`src/rtl/ws2812_regen_multi_pkg.sv`:
```
// Shared types and parameter checks for the multi-channel WS2812 regenerator.
`timescale 1ns/1ps
package ws2812_regen_multi_pkg;

    typedef enum logic [1:0] {
        ST_IDLE     = 2'd0,
        ST_QUAL     = 2'd1,
        ST_HIGH     = 2'd2,
        ST_WAIT_LOW = 2'd3
    } ch_state_t;

    typedef struct packed {
        int glitch;
        int t0h;
        int t1h_min;
        int t1h;
        int cnt_max;
        int treset;
        int rst_lim;
    } decode_params_t;

    // Timing must fit inside the saturating counters, and a 1 must take longer than a 0.
    function automatic bit params_ok(decode_params_t p);
        return (p.glitch >= 1) &&
               (p.t0h < p.t1h_min) &&
               (p.t1h_min <= p.t1h) &&
               (p.t1h < p.cnt_max) &&
               (p.treset < p.rst_lim);
    endfunction

endpackage

```
`src/rtl/ws2812_regen_multi_reshaper_channel.sv`:
```
// One WS2812 channel: qualifies input highs, classifies the bit and re-emits it with nominal timing.
`timescale 1ns/1ps
module reshaper_channel
    import ws2812_regen_multi_pkg::*;
#(
    parameter int CNT_W          = 8,
    parameter int GLITCH_CYCLES  = 2,
    parameter int T0H_CYCLES     = 20,
    parameter int T1H_MIN_CYCLES = 30,
    parameter int T1H_CYCLES     = 40,
    parameter int RST_W          = 12,
    parameter int TRESET_CYCLES  = 2500
)
(
    input  logic clk,
    input  logic rst_n,
    input  logic sig,
    output logic reshaped,
    output logic bit_valid,
    output logic bit_value,
    output logic frame_end,
    output logic stuck_set,
    output logic overlap_set
);

    localparam logic [CNT_W-1:0] CNT_MAX    = '1;
    localparam logic [CNT_W-1:0] CNT_MAX_M1 = CNT_MAX - 1'b1;
    localparam logic [CNT_W-1:0] CNT_ONE    = CNT_W'(1);
    localparam logic [CNT_W-1:0] GLITCH_C   = CNT_W'(GLITCH_CYCLES);
    localparam logic [CNT_W-1:0] T0H_C      = CNT_W'(T0H_CYCLES);
    localparam logic [CNT_W-1:0] T1H_C      = CNT_W'(T1H_CYCLES);
    localparam logic [CNT_W-1:0] T1H_MIN_M1 = CNT_W'(T1H_MIN_CYCLES - 1);
    localparam logic [RST_W-1:0] LOW_MAX    = '1;
    localparam logic [RST_W-1:0] TRESET_M1  = RST_W'(TRESET_CYCLES - 1);

    ch_state_t        state_reg, state_next;
    logic [CNT_W-1:0] in_cnt_reg, in_cnt_next;
    logic [CNT_W-1:0] hi_cnt_reg, hi_cnt_next;
    logic [RST_W-1:0] low_cnt_reg, low_cnt_next;
    logic             decided_reg, decided_next;
    logic             bit_reg, bit_next;
    logic             fell_reg, fell_next;
    logic             in_prev_reg;
    logic             out_reg, out_next;
    logic             valid_reg, valid_next;
    logic             value_reg, value_next;
    logic             frame_reg, frame_next;
    logic             stuck_reg, stuck_next;
    logic             overlap_reg, overlap_next;

    logic [CNT_W-1:0] in_inc;
    logic [CNT_W-1:0] hi_inc;
    logic [CNT_W-1:0] fall_target;
    logic             fall;

    assign in_inc      = (in_cnt_reg == CNT_MAX) ? CNT_MAX : in_cnt_reg + 1'b1;
    assign hi_inc      = (hi_cnt_reg == CNT_MAX) ? CNT_MAX : hi_cnt_reg + 1'b1;
    assign fall_target = bit_reg ? T1H_C : T0H_C;

    // A decided bit ends at its nominal width; an undecided long 0 ends as soon as the input drops.
    assign fall = (state_reg == ST_HIGH) &&
                  ((decided_reg && (hi_cnt_reg == fall_target)) ||
                   (!decided_reg && !sig && (hi_cnt_reg >= T0H_C)));

    always_ff @(posedge clk) begin
        if (!rst_n) begin
            state_reg <= ST_IDLE;
        end else begin
            state_reg <= state_next;
        end
    end

    always_comb begin
        state_next = state_reg;
        case (state_reg)
            ST_IDLE: begin
                if (sig) state_next = ST_QUAL;
            end
            ST_QUAL: begin
                if (!sig) state_next = ST_IDLE;
                else if (in_cnt_reg == GLITCH_C) state_next = ST_HIGH;
            end
            ST_HIGH: begin
                if (fall) state_next = sig ? ST_WAIT_LOW : ST_IDLE;
            end
            ST_WAIT_LOW: begin
                if (!sig) state_next = ST_IDLE;
            end
            default: state_next = ST_IDLE;
        endcase
    end

    always_comb begin
        in_cnt_next  = in_cnt_reg;
        hi_cnt_next  = hi_cnt_reg;
        low_cnt_next = '0;
        decided_next = decided_reg;
        bit_next     = bit_reg;
        fell_next    = fell_reg;
        out_next     = 1'b0;
        valid_next   = 1'b0;
        value_next   = 1'b0;
        frame_next   = 1'b0;
        stuck_next   = 1'b0;
        overlap_next = 1'b0;
        case (state_reg)
            ST_IDLE: begin
                if (sig) begin
                    in_cnt_next = CNT_ONE;
                end else begin
                    low_cnt_next = (low_cnt_reg == LOW_MAX) ? LOW_MAX : low_cnt_reg + 1'b1;
                    frame_next   = (low_cnt_reg == TRESET_M1);
                end
            end
            ST_QUAL: begin
                if (sig) begin
                    in_cnt_next = in_inc;
                    if (in_cnt_reg == GLITCH_C) begin
                        out_next     = 1'b1;
                        hi_cnt_next  = CNT_ONE;
                        decided_next = 1'b0;
                        bit_next     = 1'b0;
                        fell_next    = 1'b0;
                    end
                end
            end
            ST_HIGH: begin
                out_next    = !fall;
                hi_cnt_next = hi_inc;
                if (sig) begin
                    // A new rise after the input already fell is a second pulse; it is dropped.
                    if (fell_reg && !in_prev_reg) begin
                        in_cnt_next  = CNT_ONE;
                        overlap_next = 1'b1;
                    end else begin
                        in_cnt_next = in_inc;
                        stuck_next  = (in_cnt_reg == CNT_MAX_M1);
                    end
                    if (!decided_reg && (in_cnt_reg == T1H_MIN_M1)) begin
                        valid_next   = 1'b1;
                        value_next   = 1'b1;
                        decided_next = 1'b1;
                        bit_next     = 1'b1;
                    end
                end else begin
                    fell_next = 1'b1;
                    if (!decided_reg) begin
                        valid_next   = 1'b1;
                        value_next   = 1'b0;
                        decided_next = 1'b1;
                        bit_next     = 1'b0;
                    end
                end
            end
            ST_WAIT_LOW: begin
                if (sig) begin
                    in_cnt_next = in_inc;
                    stuck_next  = (in_cnt_reg == CNT_MAX_M1);
                end
            end
            default: begin
                in_cnt_next = '0;
            end
        endcase
    end

    always_ff @(posedge clk) begin
        if (!rst_n) begin
            in_cnt_reg  <= '0;
            hi_cnt_reg  <= '0;
            low_cnt_reg <= '0;
            decided_reg <= 1'b0;
            bit_reg     <= 1'b0;
            fell_reg    <= 1'b0;
            in_prev_reg <= 1'b0;
            out_reg     <= 1'b0;
            valid_reg   <= 1'b0;
            value_reg   <= 1'b0;
            frame_reg   <= 1'b0;
            stuck_reg   <= 1'b0;
            overlap_reg <= 1'b0;
        end else begin
            in_cnt_reg  <= in_cnt_next;
            hi_cnt_reg  <= hi_cnt_next;
            low_cnt_reg <= low_cnt_next;
            decided_reg <= decided_next;
            bit_reg     <= bit_next;
            fell_reg    <= fell_next;
            in_prev_reg <= sig;
            out_reg     <= out_next;
            valid_reg   <= valid_next;
            value_reg   <= value_next;
            frame_reg   <= frame_next;
            stuck_reg   <= stuck_next;
            overlap_reg <= overlap_next;
        end
    end

    assign reshaped    = out_reg;
    assign bit_valid   = valid_reg;
    assign bit_value   = value_reg;
    assign frame_end   = frame_reg;
    assign stuck_set   = stuck_reg;
    assign overlap_set = overlap_reg;

endmodule

```
`src/rtl/ws2812_regen_multi.sv`:
```
// Multi-channel WS2812 regenerator: independent channel reshapers plus sticky error flags.
`timescale 1ns/1ps
module ws2812_regen_multi
    import ws2812_regen_multi_pkg::*;
#(
    parameter int NUM_CH         = 4,
    parameter int CNT_W          = 8,
    parameter int GLITCH_CYCLES  = 2,
    parameter int T0H_CYCLES     = 20,
    parameter int T1H_MIN_CYCLES = 30,
    parameter int T1H_CYCLES     = 40,
    parameter int RST_W          = 12,
    parameter int TRESET_CYCLES  = 2500
)
(
    input  logic              i_clk,
    input  logic              i_reset_n,
    input  logic [NUM_CH-1:0] i_signal_synced,
    output logic [NUM_CH-1:0] o_reshaped_signal,
    output logic [NUM_CH-1:0] o_bit_valid,
    output logic [NUM_CH-1:0] o_bit_value,
    output logic [NUM_CH-1:0] o_frame_end,
    output logic [NUM_CH-1:0] o_err_stuck,
    output logic [NUM_CH-1:0] o_err_overlap,
    input  logic              i_err_clr
);

    localparam decode_params_t DECODE = '{
        glitch:  GLITCH_CYCLES,
        t0h:     T0H_CYCLES,
        t1h_min: T1H_MIN_CYCLES,
        t1h:     T1H_CYCLES,
        cnt_max: (2 ** CNT_W) - 1,
        treset:  TRESET_CYCLES,
        rst_lim: 2 ** RST_W
    };

    if (!params_ok(DECODE)) begin : g_param_err
        $error("ws2812_regen_multi: inconsistent timing parameters");
    end

    logic [NUM_CH-1:0] stuck_set;
    logic [NUM_CH-1:0] overlap_set;
    logic [NUM_CH-1:0] err_stuck_reg;
    logic [NUM_CH-1:0] err_overlap_reg;

    for (genvar gi = 0; gi < NUM_CH; gi++) begin : g_ch
        reshaper_channel #(
            .CNT_W          (CNT_W),
            .GLITCH_CYCLES  (GLITCH_CYCLES),
            .T0H_CYCLES     (T0H_CYCLES),
            .T1H_MIN_CYCLES (T1H_MIN_CYCLES),
            .T1H_CYCLES     (T1H_CYCLES),
            .RST_W          (RST_W),
            .TRESET_CYCLES  (TRESET_CYCLES)
        ) u_ch (
            .clk         (i_clk),
            .rst_n       (i_reset_n),
            .sig         (i_signal_synced[gi]),
            .reshaped    (o_reshaped_signal[gi]),
            .bit_valid   (o_bit_valid[gi]),
            .bit_value   (o_bit_value[gi]),
            .frame_end   (o_frame_end[gi]),
            .stuck_set   (stuck_set[gi]),
            .overlap_set (overlap_set[gi])
        );
    end

    // A set arriving in the same cycle as a clear wins.
    always_ff @(posedge i_clk) begin
        if (!i_reset_n) begin
            err_stuck_reg   <= '0;
            err_overlap_reg <= '0;
        end else begin
            err_stuck_reg   <= (err_stuck_reg   & ~{NUM_CH{i_err_clr}}) | stuck_set;
            err_overlap_reg <= (err_overlap_reg & ~{NUM_CH{i_err_clr}}) | overlap_set;
        end
    end

    assign o_err_stuck   = err_stuck_reg;
    assign o_err_overlap = err_overlap_reg;

endmodule

```
`config.mk`:
```
export PLATFORM = sky130hd
export DESIGN_NAME = ws2812_regen_multi
export DESIGN_NICKNAME = d
export VERILOG_FILES = /design/src/rtl/ws2812_regen_multi_pkg.sv /design/src/rtl/ws2812_regen_multi_reshaper_channel.sv /design/src/rtl/ws2812_regen_multi.sv
export SDC_FILE = /design/constraint.sdc
export NUM_CORES = 1
export LEC_CHECK = 0
export ABC_CLOCK_PERIOD_IN_PS = 5000
export CAP_MARGIN = 25
export CELL_PAD_IN_SITES_DETAIL_PLACEMENT = 1
export CELL_PAD_IN_SITES_GLOBAL_PLACEMENT = 1
export CORE_AREA = 2 2 136 138
export CTS_CLUSTER_SIZE = 40
export DETAILED_ROUTE_END_ITERATION = 8
export DIE_AREA = 0 0 138 140
export GPL_TIMING_DRIVEN = 0
export MAX_ROUTING_LAYER = met4
export PLACE_DENSITY = 0.92
export SLEW_MARGIN = 30
export SYNTH_ARGS = -nofsm -noshare
export SYNTH_HDL_FRONTEND = slang
export SYNTH_HIERARCHICAL = 1
export SYNTH_SLANG_ARGS = --single-unit
```
`constraint.sdc`:
```
create_clock -name i_clk -period 5 [get_ports i_clk]
set_clock_uncertainty 0.1 [all_clocks]
set_input_delay 1 -clock i_clk [delete_from_list [all_inputs] [get_ports i_clk]]
set_output_delay 1 -clock i_clk [all_outputs]
set_load 0.01 [all_outputs]
```
==> summary.txt <==
Layout
  – Antenna Diode Count: 0
  – Non-filler cells in the finished layout: 1316
  – Ratio of cells with drive above 1 in the final layout: 0.0773
  – Area of all placed cells without fillers: 9880 um^2
  – Max reg flops: 48
  – Area occupied by multi-input gates: 4980 um^2
  – Util after Layout: 0.556
  – Area growth, synth to finish: 12.9%
  – Layout Nets: 1125
  – Count of filler cells inserted in the layout: 2136
  – Register area: 3360 um^2

Logic synthesis
  – FF+latch count, synth: 168
  – Avg Synthesized Cell Area: 8.54 um^2
  – Leading post-synthesis cells by cell area: sky130_fd_sc_hd__dfxtp_1 38%, sky130_fd_sc_hd__a21oi_1 6.9%, sky130_fd_sc_hd__ha_1 6.3%, sky130_fd_sc_hd__nand3_1 4.7%, sky130_fd_sc_hd__nand2_1 3.0%
  – Net count of the mapped netlist: 1076
  – Netlist Area Pre-Place: 8750 um^2
  – Share of the synthesized area in the top cell type: 0.384
  – Leading area contributor after synthesis: sky130_fd_sc_hd__dfxtp_1
  – Syn. warnings: 6
  – Gate Count Post-Synth: 1025
  – Synth cell count leaders: 168 x sky130_fd_sc_hd__dfxtp_1, 120 x sky130_fd_sc_hd__a21oi_1, 83 x sky130_fd_sc_hd__nand3_1, 71 x sky130_fd_sc_hd__nand2_1, 57 x sky130_fd_sc_hd__nor2_1
  – Share of synthesized area occupied by flip-flops and latches: 0.384
  – Number of synthesized flops with an enable pin: 0
  – Cell variety after synth: 65
  – Primary flip-flop cell chosen by synthesis mapping: sky130_fd_sc_hd__dfxtp_1
  – Most numerous cell in the Yosys netlist: sky130_fd_sc_hd__dfxtp_1
  – Share of flip-flops with an asynchronous set or reset after synthesis: 0

Placed design
  – GP Congestion: 0.857
  – Number of I/O port buffers: 30
  – Post-placement setup slack: 1.39 ns
  – Total placed instance area: 9340 um^2
  – Placed cell count: 1284
  – Detailed-placement wirelength estimate: 16.0 mm

Clock network
  – Depth of the CTS H-tree: 4
  – Num Clock Sinks: 168
  – Clock transition time at the flip-flop clock pins of the worst setup and hold paths: 0.06 ns
  – Root buffer cell: sky130_fd_sc_hd__clkbuf_16
  – Hold-fix buffers at CTS: 0
  – Buffer count from post-CTS setup fixing: 0
  – Maximum root-to-sink buffer count: 2
  – Total CTS buffers: 17
  – Clock latency on the worst-skew pair: 0.44 ns
  – TritonCTS clock tree: done
  – Cells resized by post-CTS repair: 0

Power and ir drop
  – Combinational Power Share: 0.124
  – Pwr dens: 305 nW/um^2
  – Final Power: 3.01 mW
  – Switching Share: 0.277
  – Net switching power of the design: 0.834 mW
  – Highest ir drop seen on vdd: 280 uV
  – Internal Dissipation: 2.18 mW
  – Lkg Pwr: 3.46 nW
  – Clock network fraction of total power: 0.411
  – Proportion of power drawn by flip-flops and latches: 0.465

Timing
  – Slew at the pin closest to its max-slew limit: 1.06 ns
  – Final worst-path setup slack: 1.79 ns
  – Tmin final: 3.21 ns
  – Final setup violation count: 0
  – Post-Route Setup TNS: 0 ns
  – Worst hold-check slack: 0.338 ns
  – Highest clock rate: 0.311 GHz
  – Number of slew-limit violations in the final report: 0
  – Max_slew headroom: 0.286
  – Final hold violation count: 0
  – Setup repair after global routing missed its margin: false
  – Share of the clock period used by the worst path: 0.643

Global routing
  – Pin count of the biggest net entering global routing: 17
  – Total routing usage reported by global routing: 0.252
  – Initial antenna violation count: 0
  – Number of global-route vias before repair: 8097
  – Global route overflow: 0
  – First-pass GRT wire length: 39.6 mm

Routing
  – Detailed-router iteration count before antenna repair: 6
  – Post-detailed-route via-to-cell ratio: 6.06
  – First-iteration detailed-routing DRC count: 514
  – Total routed wirelength: 23.4 mm
  – Via count: 7980
  – Wire per inst: 17.8 um
  – # DRC: 0
  – Antenna-violating nets left: 0

Floorplan
  – Full die area: 19300 um^2
  – Die width: 138 um
  – Initial standard-cell utilization of the core: 0.492
  – Boundary pin count: 31
  – Std-Cell Rows: 49
  – Core Box Area: 17800 um^2
  – Die Span Y: 140 um

Setup path
  – Setup CP Type: input pin to register
  – Worst endpoint data arrival time: 3.44 ns
  – Worst-path maximum fanout: 10
  – Required time worst endpoint: 5.23 ns
  – Startpoint type of the worst setup path: input pin
  – Length in cells of the worst reg-to-reg path: 6
  – Kind of capture point of the worst setup path: register

Run status
  – Result of the run: finished clean

Hold path
  – Cell depth of the worst min-delay path: 1
  – Worst Hold Class: register to register

Flow run
  – Max capacitance violation total: 0
## final timing paths
check | start | endpoint | slack, ns
setup / recovery | i_reset_n | g_ch[3].u_ch/stuck_set | 1.79
hold reg to reg | g_ch[3].u_ch/stuck_set | o_err_stuck[3] | 0.34
setup reg to reg | g_ch[0].u_ch/state_reg[0] | g_ch[0].u_ch/bit_reg | 2.68
hold / removal | g_ch[3].u_ch/stuck_set | o_err_stuck[3] | 0.34
## critical path: stages
cell and delay (ns):
sky130_fd_sc_hd__clkdlybuf4s50_1 0.76, sky130_fd_sc_hd__clkbuf_1 0.49, sky130_fd_sc_hd__clkinv_1 0.45, sky130_fd_sc_hd__nor2_1 0.33, sky130_fd_sc_hd__nand3_1 0.11, sky130_fd_sc_hd__nor4b_1 0.29
## area by class of cell
cell class                 instances  share of cell area
multi-input combinational        770               0.504
sequential                       168               0.340
clock buffer                      21              0.0446
timing repair buffer              30              0.0304
tap                              229              0.0290
buffer                            40              0.0234
inverter                          47              0.0179
clock inverter                    11              0.0104
## kinds of logic after synthesis
logic type | Yosys count | synth area share
compound gates | 277 | 0.200
xor+xnor | 27 | 0.0270
fa+ha+maj | 44 | 0.0629
buf+inv | 87 | 0.0466
flops | 168 | 0.384
mux | 11 | 0.0126
simple gates | 411 | 0.266
## power groups by stage
stage | combinational, mW | clock [mW] | sequential (mW)
detailed placement | 0.362 | 0 | 1.43
floorplan | 0.265 | 0 | 1.42
CTS | 0.371 | 1.26 | 1.40
finish | 0.373 | 1.24 | 1.40
global placement | 0.347 | 0 | 1.43
global route | 0.414 | 1.32 | 1.40
## metal layers
layer	vias to the layer above	wire length, um	share of wire	GRT usage
met5	-	0	0	-
met4	0	448	0.019	0.0838
met3	36	622	0.027	0.0417
met2	139	11700	0.50	0.436
met1	3915	10700	0.46	0.301
li1	3890	-	-	-
## cells in the final DEF, fill, tap and decap left out, drive strengths merged, types with 3 or more instances in the layout
cell type and n:
a211oi 23, a21o 5, a21oi 123, a22o 3, a31o 4, a31oi 26
a41oi 18, and3 34, and4 12, and4b 8, buf 15, clkbuf 44
clkdlybuf4s50 30, clkinv 8, clkinvlp 3, dfxtp 168, ha 44, inv 46
mux2i 11, nand2 71, nand2b 17, nand3 87, nand3b 4, nand4 22
nor2 57, nor2b 11, nor3 56, nor3b 4, nor4b 15, nor4bb 5
o211ai 3, o21a 14, o21ai 36, o22ai 4, o311ai 4, o31ai 8
or3b 3, xnor2 14, xor2 13
Note: power is estimated with default switching activity, not from simulation.
